==> src/rtl/cmd_sequencer.sv <==
// SD host CMD-line command sequencer: frames a command with CRC7, hands it to the
// CMD physical control, checks the response, and retries on timeout or CRC failure.
module cmd_sequencer #(
  parameter int RETRY_MAX   = 2,
  parameter int ACK_TIMEOUT = 1024
) (
  input  logic         sd_clock,
  input  logic         reset,
  input  logic         cmd_start,
  input  logic [5:0]   cmd_index,
  input  logic [31:0]  cmd_argument,
  input  logic [1:0]   resp_type,
  output logic         cmd_busy,
  output logic         cmd_done,
  output logic [2:0]   cmd_error,
  output logic [135:0] response_out,
  output logic         phy_strobe,
  output logic [47:0]  phy_frame,
  output logic         phy_idle,
  output logic         phy_no_response,
  input  logic         phy_ack,
  input  logic         phy_resp_strobe,
  input  logic [135:0] phy_response,
  input  logic         phy_timeout,
  output logic         phy_resp_ack
);

  localparam int WCW = $clog2(ACK_TIMEOUT + 1);
  localparam logic [WCW-1:0] ACK_LAST  = WCW'(ACK_TIMEOUT - 1);
  localparam logic [2:0]     RETRY_LIM = 3'(RETRY_MAX);

  typedef enum logic [2:0] {IDLE, CRC, SEND, WAIT_RESP, CHECK, DONE} state_t;

  state_t         state;
  logic [5:0]     idx_reg;
  logic [1:0]     rtype_reg;
  logic [39:0]    shift_reg;
  logic [6:0]     crc_reg;
  logic [5:0]     bit_cnt;
  logic [2:0]     attempt;
  logic [WCW-1:0] wait_cnt;

  logic        fb;
  logic [6:0]  crc_next;
  logic [39:0] rot;
  logic        last_bit;
  logic        retry_ok;
  logic        crc_err;
  logic        idx_err;

  // The serializer rotates rather than shifts, so after 40 steps the header is
  // back in place and can be copied straight into the frame.
  always_comb begin
    fb       = shift_reg[39] ^ crc_reg[6];
    crc_next = {crc_reg[5:3], crc_reg[2] ^ fb, crc_reg[1:0], fb};
    rot      = {shift_reg[38:0], shift_reg[39]};
    last_bit = (bit_cnt == 6'd39);
    retry_ok = (attempt < RETRY_LIM);
    crc_err  = (crc_next != response_out[7:1]) || !response_out[0];
    idx_err  = (response_out[45:40] != idx_reg);
  end

  always_ff @(posedge sd_clock or posedge reset) begin
    if (reset) begin
      state           <= IDLE;
      idx_reg         <= '0;
      rtype_reg       <= '0;
      shift_reg       <= '0;
      crc_reg         <= '0;
      bit_cnt         <= '0;
      attempt         <= '0;
      wait_cnt        <= '0;
      cmd_busy        <= 1'b0;
      cmd_done        <= 1'b0;
      cmd_error       <= '0;
      response_out    <= '0;
      phy_strobe      <= 1'b0;
      phy_frame       <= '0;
      phy_idle        <= 1'b1;
      phy_no_response <= 1'b0;
      phy_resp_ack    <= 1'b0;
    end else begin
      cmd_done     <= 1'b0;
      phy_resp_ack <= 1'b0;
      case (state)
        IDLE: begin
          if (cmd_start) begin
            idx_reg         <= cmd_index;
            rtype_reg       <= resp_type;
            shift_reg       <= {2'b01, cmd_index, cmd_argument};
            crc_reg         <= '0;
            bit_cnt         <= '0;
            attempt         <= '0;
            cmd_error       <= '0;
            response_out    <= '0;
            cmd_busy        <= 1'b1;
            phy_idle        <= 1'b0;
            phy_no_response <= (resp_type == 2'b00);
            state           <= CRC;
          end
        end
        CRC: begin
          crc_reg   <= crc_next;
          shift_reg <= rot;
          bit_cnt   <= bit_cnt + 6'd1;
          if (last_bit) begin
            phy_frame  <= {rot, crc_next, 1'b1};
            phy_strobe <= 1'b1;
            wait_cnt   <= '0;
            state      <= SEND;
          end
        end
        SEND: begin
          // A low strobe here is the one-cycle gap after an ack timeout retry.
          if (!phy_strobe) begin
            phy_strobe <= 1'b1;
          end else if (phy_ack) begin
            phy_strobe <= 1'b0;
            if (rtype_reg == 2'b00) begin
              cmd_done <= 1'b1;
              state    <= DONE;
            end else begin
              state <= WAIT_RESP;
            end
          end else if (wait_cnt == ACK_LAST) begin
            phy_strobe <= 1'b0;
            wait_cnt   <= '0;
            if (retry_ok) begin
              attempt <= attempt + 3'd1;
            end else begin
              cmd_error <= 3'b001;
              cmd_done  <= 1'b1;
              state     <= DONE;
            end
          end else begin
            wait_cnt <= wait_cnt + WCW'(1);
          end
        end
        WAIT_RESP: begin
          if (phy_resp_strobe) begin
            response_out <= phy_response;
            phy_resp_ack <= 1'b1;
            if (rtype_reg == 2'b01) begin
              shift_reg <= phy_response[47:8];
              crc_reg   <= '0;
              bit_cnt   <= '0;
              state     <= CHECK;
            end else begin
              cmd_done <= 1'b1;
              state    <= DONE;
            end
          end else if (phy_timeout) begin
            if (retry_ok) begin
              attempt    <= attempt + 3'd1;
              phy_strobe <= 1'b1;
              wait_cnt   <= '0;
              state      <= SEND;
            end else begin
              cmd_error <= 3'b001;
              cmd_done  <= 1'b1;
              state     <= DONE;
            end
          end
        end
        CHECK: begin
          crc_reg   <= crc_next;
          shift_reg <= rot;
          bit_cnt   <= bit_cnt + 6'd1;
          if (last_bit) begin
            // A CRC failure is retried even when the index is also wrong.
            if (crc_err && retry_ok) begin
              attempt    <= attempt + 3'd1;
              phy_strobe <= 1'b1;
              wait_cnt   <= '0;
              state      <= SEND;
            end else begin
              cmd_error <= {idx_err, crc_err, 1'b0};
              cmd_done  <= 1'b1;
              state     <= DONE;
            end
          end
        end
        DONE: begin
          cmd_busy        <= 1'b0;
          phy_idle        <= 1'b1;
          phy_no_response <= 1'b0;
          state           <= IDLE;
        end
        default: state <= IDLE;
      endcase
    end
  end

endmodule

==> config.mk <==
export PLATFORM = sky130hd
export DESIGN_NAME = cmd_sequencer
export DESIGN_NICKNAME = d
export VERILOG_FILES = /design/src/rtl/cmd_sequencer.sv
export SDC_FILE = /design/constraint.sdc
export NUM_CORES = 1
export LEC_CHECK = 0
export CORE_AREA = 2 2 167 169
export DETAILED_ROUTE_END_ITERATION = 8
export DIE_AREA = 0 0 169 171
export DONT_BUFFER_PORTS = 1
export HOLD_SLACK_MARGIN = 0.12
export PLACE_DENSITY_LB_ADDON = 0.1
export SYNTH_ARGS = -nofsm -noshare
export SYNTH_HDL_FRONTEND = slang
export SYNTH_SLANG_ARGS = --single-unit
==> constraint.sdc <==
create_clock -name sd_clock -period 25.9 [get_ports sd_clock]
set_clock_uncertainty 0.2 [all_clocks]
set_input_delay 6.475 -clock sd_clock [delete_from_list [all_inputs] [get_ports sd_clock]]
set_output_delay 6.475 -clock sd_clock [all_outputs]
set_load 0.01 [all_outputs]
== Yosys cells after proc, flatten, opt, wreduce, memory -nomap -nowiden ==
Cells that the tools add are included.

* Memories kept: 0
* Bits in read-only memories: 0
* Word-level logic and storage cells: 158
* Bits in registers: 271
* Input port bits: 182
* Latch bits: 0
* RAM bits: 0

* Multiply operators: 0
* Muxes and demuxes: 87
* Div/mod/pow operators: 0
* Equality and inequality tests: 26
* Reduce and logical (&&, ||, !) cells: 22
* Add/subtract/negate cells: 3
* Bitwise logic cells: 2
* Shift-type cells: 0
* Magnitude comparators: 1

{| class="wikitable"
|+ Operators by type and width
! operator !! number
|-
| $mux 136 || 2
|-
| $pmux 136 s2 || 1
|-
| $mux 40 || 3
|-
| $pmux 40 s3 || 1
|-
| $mux 11 || 9
|-
| $mux 3 || 29
|-
| $pmux 11 s4 || 1
|-
| $reduce_and 9->1 || 3
|-
| $ne 2x2->1 const B || 13
|-
| $mux 1 || 25
|-
| $pmux 3 s4 || 2
|-
| $mux 7 || 3
|-
| $pmux 7 s3 || 1
|-
| $mux 6 || 3
|-
| $pmux 6 s3 || 1
|-
| $pmux 3 s5 || 1
|-
| $reduce_and 7->1 || 2
|-
| $add 11x1->11 const B || 1
|-
| $eq 11x10->1 const B || 1
|-
| $ne 3x3->1 const B || 3
|-
| $reduce_bool 4->1 || 2
|-
| $ne 7x7->1 || 1
|-
| $add 6x1->6 const B || 1
|-
| $eq 3x2->1 const B || 2
|-
| other kinds (22) || 30
|}

== Logic depth before layout (Yosys ltp) ==
* Depth in word-level cells: 8
* Depth in mapped cells: 9

== Worst setup path after synthesis ==
No wires, ideal clock.

* Path kind: input -> register
* Start: input port phy_resp_strobe
* End: register wait_cnt[9]
* Cell stages on the path: 7
* Arrival: 8.020 ns
* Setup slack: 17.556 ns
* Buffers on the path: 1
* Cell sequence: or3_1 -> o22a_1 -> o221ai_4 -> o211ai_4 -> or2_1 -> buf_6 -> a211o_1

* Cells in the longest elaborated chain, start to end: 2

{| class="wikitable"
|+ RTL lines
! what !! line !! text
|-
| start: declaration || 22 || <nowiki>input logic phy_resp_strobe,</nowiki>
|-
| $ne 2x2->1 (no source line) || -- ||
|-
| $reduce_and 9->1 (no source line) || -- ||
|-
| end signal: assignment || 136 || <nowiki>wait_cnt <= wait_cnt + WCW'(1);</nowiki>
|-
| end: declaration || 41 || <nowiki>logic [WCW-1:0] wait_cnt;</nowiki>
|}

Every way passes these cells.
A chain may end at the register's enable or synchronous reset.

== Worst setup path after layout ==
* Start: input port phy_resp_strobe
* End: register response_out[35]

* Cells in the longest elaborated chain, start to end: 2

{| class="wikitable"
|+ RTL lines
! what !! line !! text
|-
| $ne 2x2->1 (no source line) || -- ||
|-
| $reduce_and 3->1 (no source line) || -- ||
|-
| end signal: assignment || 141 || <nowiki>response_out <= phy_response;</nowiki>
|-
| end: declaration || 16 || <nowiki>output logic [135:0] response_out,</nowiki>
|}

Every way passes these cells.

==> run summary <==
Outcome: finished clean
Num CTS Buffers: 29
Antenna cell count: 0
Post-Syn Area per Cell: 9.65 um2
Shortest period the worst path allows: 7980 ps
I/O Buffers: 0
GPL Wtd Cong: 0.859
Seq/Total Area, Yosys: 0.588
Worst slack, placed: 17320 ps
Fillers: 2627
Total Wirelength: 29800 um
Die width: 169 um
Worst flop-to-flop path startpoint: state[1]
Share of cells above drive strength 1: 0.0965
Multi-input gate area: 0.00447 mm2
CTS tree: done
Final instance area: 0.0128 mm2
DRT antenna net count: 0
Initial antenna violation count: 0
Nets: 1345
Routed len/inst: 19.5 um
Vias in the first global route: 8018
Crit-path max FO: 106
Std-Cell Rows: 61
Setup TNS Final: 0 ps
Asr flop ratio synth: 1.00
Most common cell after layout, fill and taps aside: nand2_1
Cell Pwr Density: 125 mW/mm2
Post-synth EDFFs: 0
Warnings from Yosys: 0
H-tree Lvls: 1
Die Y: 171 um
CORE AREA: 0.0273 mm2
Post-CTS Setup Bufs: 0
Drt drc: 0
Die area: 0.0289 mm2
DP Area: 0.0118 mm2
Synth top area cells: dfrtp_1, nand2_1, mux2_2, o21ai_1, o21ai_0
Achievable frequency: 125 MHz
Post-DP HPWL: 20300 um
WP data required: 26080 ps
Worst min path class: reg2reg
All-Layer GR Usage: 0.199
MaxCap Viol Count: 0
Yosys top cell area share: 0.585
Synth cell types: 56
Io pins: 375
Cts repair resizes: 0
Post-route clock period utilization: 0.308
Mapped Cells: 1196
First-pass GRT wire length: 46000 um
CTS Root Buffer Type: clkbuf_16
Cell Area, Synth: 0.0115 mm2
Fin cells: 1527
Worst setup EP type: flop
Unrepaired setup endpoints after global routing: no
Pin count of the biggest net entering global routing: 131
Most frequent cells in the layout: nand2_1, dfrtp_1, o21ai_1, o21ai_0, nor2_1
Placed Instances: 1475
Worst Slack Setup Final: 17920 ps
Clock Latency Late Sink: 540 ps
Post-CTS Hold Fix Bufs: 0
Remaining Overflow, GRT: 0
Least-Margin Pin Slew: 1100 ps
Hold Vio Cnt, Final: 0
Net Count, Synth: 1381
Hold Crit Start: idx_reg[4]
Leakage: 5.65 nW
Top FF cell, synth: dfrtp_1
Area leader, netlist: dfrtp_1
Initial DRT Pass Iterations: 5
Worst Setup SP: phy_resp_strobe
Critical Path Start Type: input pin
Vias: 8271
Number of flip-flops in the largest register: 136
# setup viols final: 0
Peak supply drop: 0.0469 mV
CP Data Arrival Time: 8160 ps
Clk slew on worst S/H paths: 60 ps
Synth Register Bits: 271
Max Slew Vio Count: 0
WS Path Type: in2reg
CTS sink count: 271
Area Overhead vs Synth: 10.9%
Clock Tree Buf Depth: 3
Initial core utilization: 0.422
Vias/cell: 5.42
Initial drt markers: 411
Slew headroom: 0.259
Reg area: 0.00678 mm2
-- cell usage after synthesis, types with 2 or more instances --
master / count
a21boi_0: 2
dfrtp_1: 270
o31ai_1: 5
nand4_1: 3
a21oi_1: 12
or3_1: 2
a41oi_1: 38
and3_1: 4
nand2b_1: 5
mux2_1: 8
clkbuf_1: 69
o22a_1: 4
xor2_1: 11
or2_1: 2
nand3_1: 9
a211oi_1: 2
a21o_1: 5
o2111ai_1: 3
xnor2_1: 5
mux2_2: 42
o21a_1: 2
nor4_1: 3
and2_1: 4
o21ai_1: 86
inv_1: 4
nand2_1: 401
nor2_1: 62
nor2b_1: 2
a22o_1: 10
ha_1: 3
buf_2: 7
o22ai_1: 2
o211ai_1: 2
a31oi_1: 4
nor3_1: 5
nand3b_1: 4
o21ai_0: 75
-- cell families after synthesis --
group	count (synthesis)	share of synthesized area
compound gates	261	0.142
fa+ha+maj	3	0.00325
xor+xnor	16	0.0121
flops	271	0.588
mux	50	0.0488
simple gates	513	0.179
buf+inv	82	0.0281
-- critical path: stages --
cell and delay, ps:
nand3_1 70, a21o_4 480, buf_4 820, o21ai_0 220
-- final timing paths --
path | depth (start not counted) | slack [ps] | end
setup / recovery | 4 | 17920 | response_out[35]
hold reg to reg | 2 | 290 | idx_reg[4]
hold / removal | 2 | 290 | idx_reg[4]
setup reg to reg | 8 | 22290 | shift_reg[18]
min in group asynchronous | 1 | 5780 | response_out[118]
max in group asynchronous | 2 | 18170 | response_out[113]
-- final cells by class --
cell class,count,share of cell area
Inverter,5,0.00205
Timing Repair Buffer,10,0.00587
Clock buffer,41,0.0649
Multi-Input combinational cell,843,0.349
Sequential cell,271,0.530
Clock inverter,11,0.0144
Tap cell,346,0.0338
-- layer usage --
metal | wire (um) | GRT usage | vias up | part of all wire
met5 | 0 | 0 | - | 0
met4 | 850 | 0.0643 | 0 | 0.028
met3 | 2590 | 0.0673 | 52 | 0.087
met2 | 14300 | 0.327 | 262 | 0.48
met1 | 12100 | 0.250 | 3967 | 0.40
li1 | - | - | 3990 | -
-- through the flow --
stage,util,hold WS [ps],total power (W)
after floorplan,-,260,0.00104
after CTS,0.468,298,0.00162
final,0.468,293,0.00159
after global routing,0.468,334,0.00171
after detailed placement,0.431,284,0.00117
after global placement,0.431,280,0.00116
-- power breakdown --
group	total, W	internal (W)	switching (W)	leakage (nW)
logic	0.000468	0.000150	0.000318	1.54
registers	0.000686	0.000545	0.000141	3.61
clock network	0.000439	0.000272	0.000168	0.502
total	0.00159	0.000967	0.000627	5.65
Power figures use the tool's default switching activity.
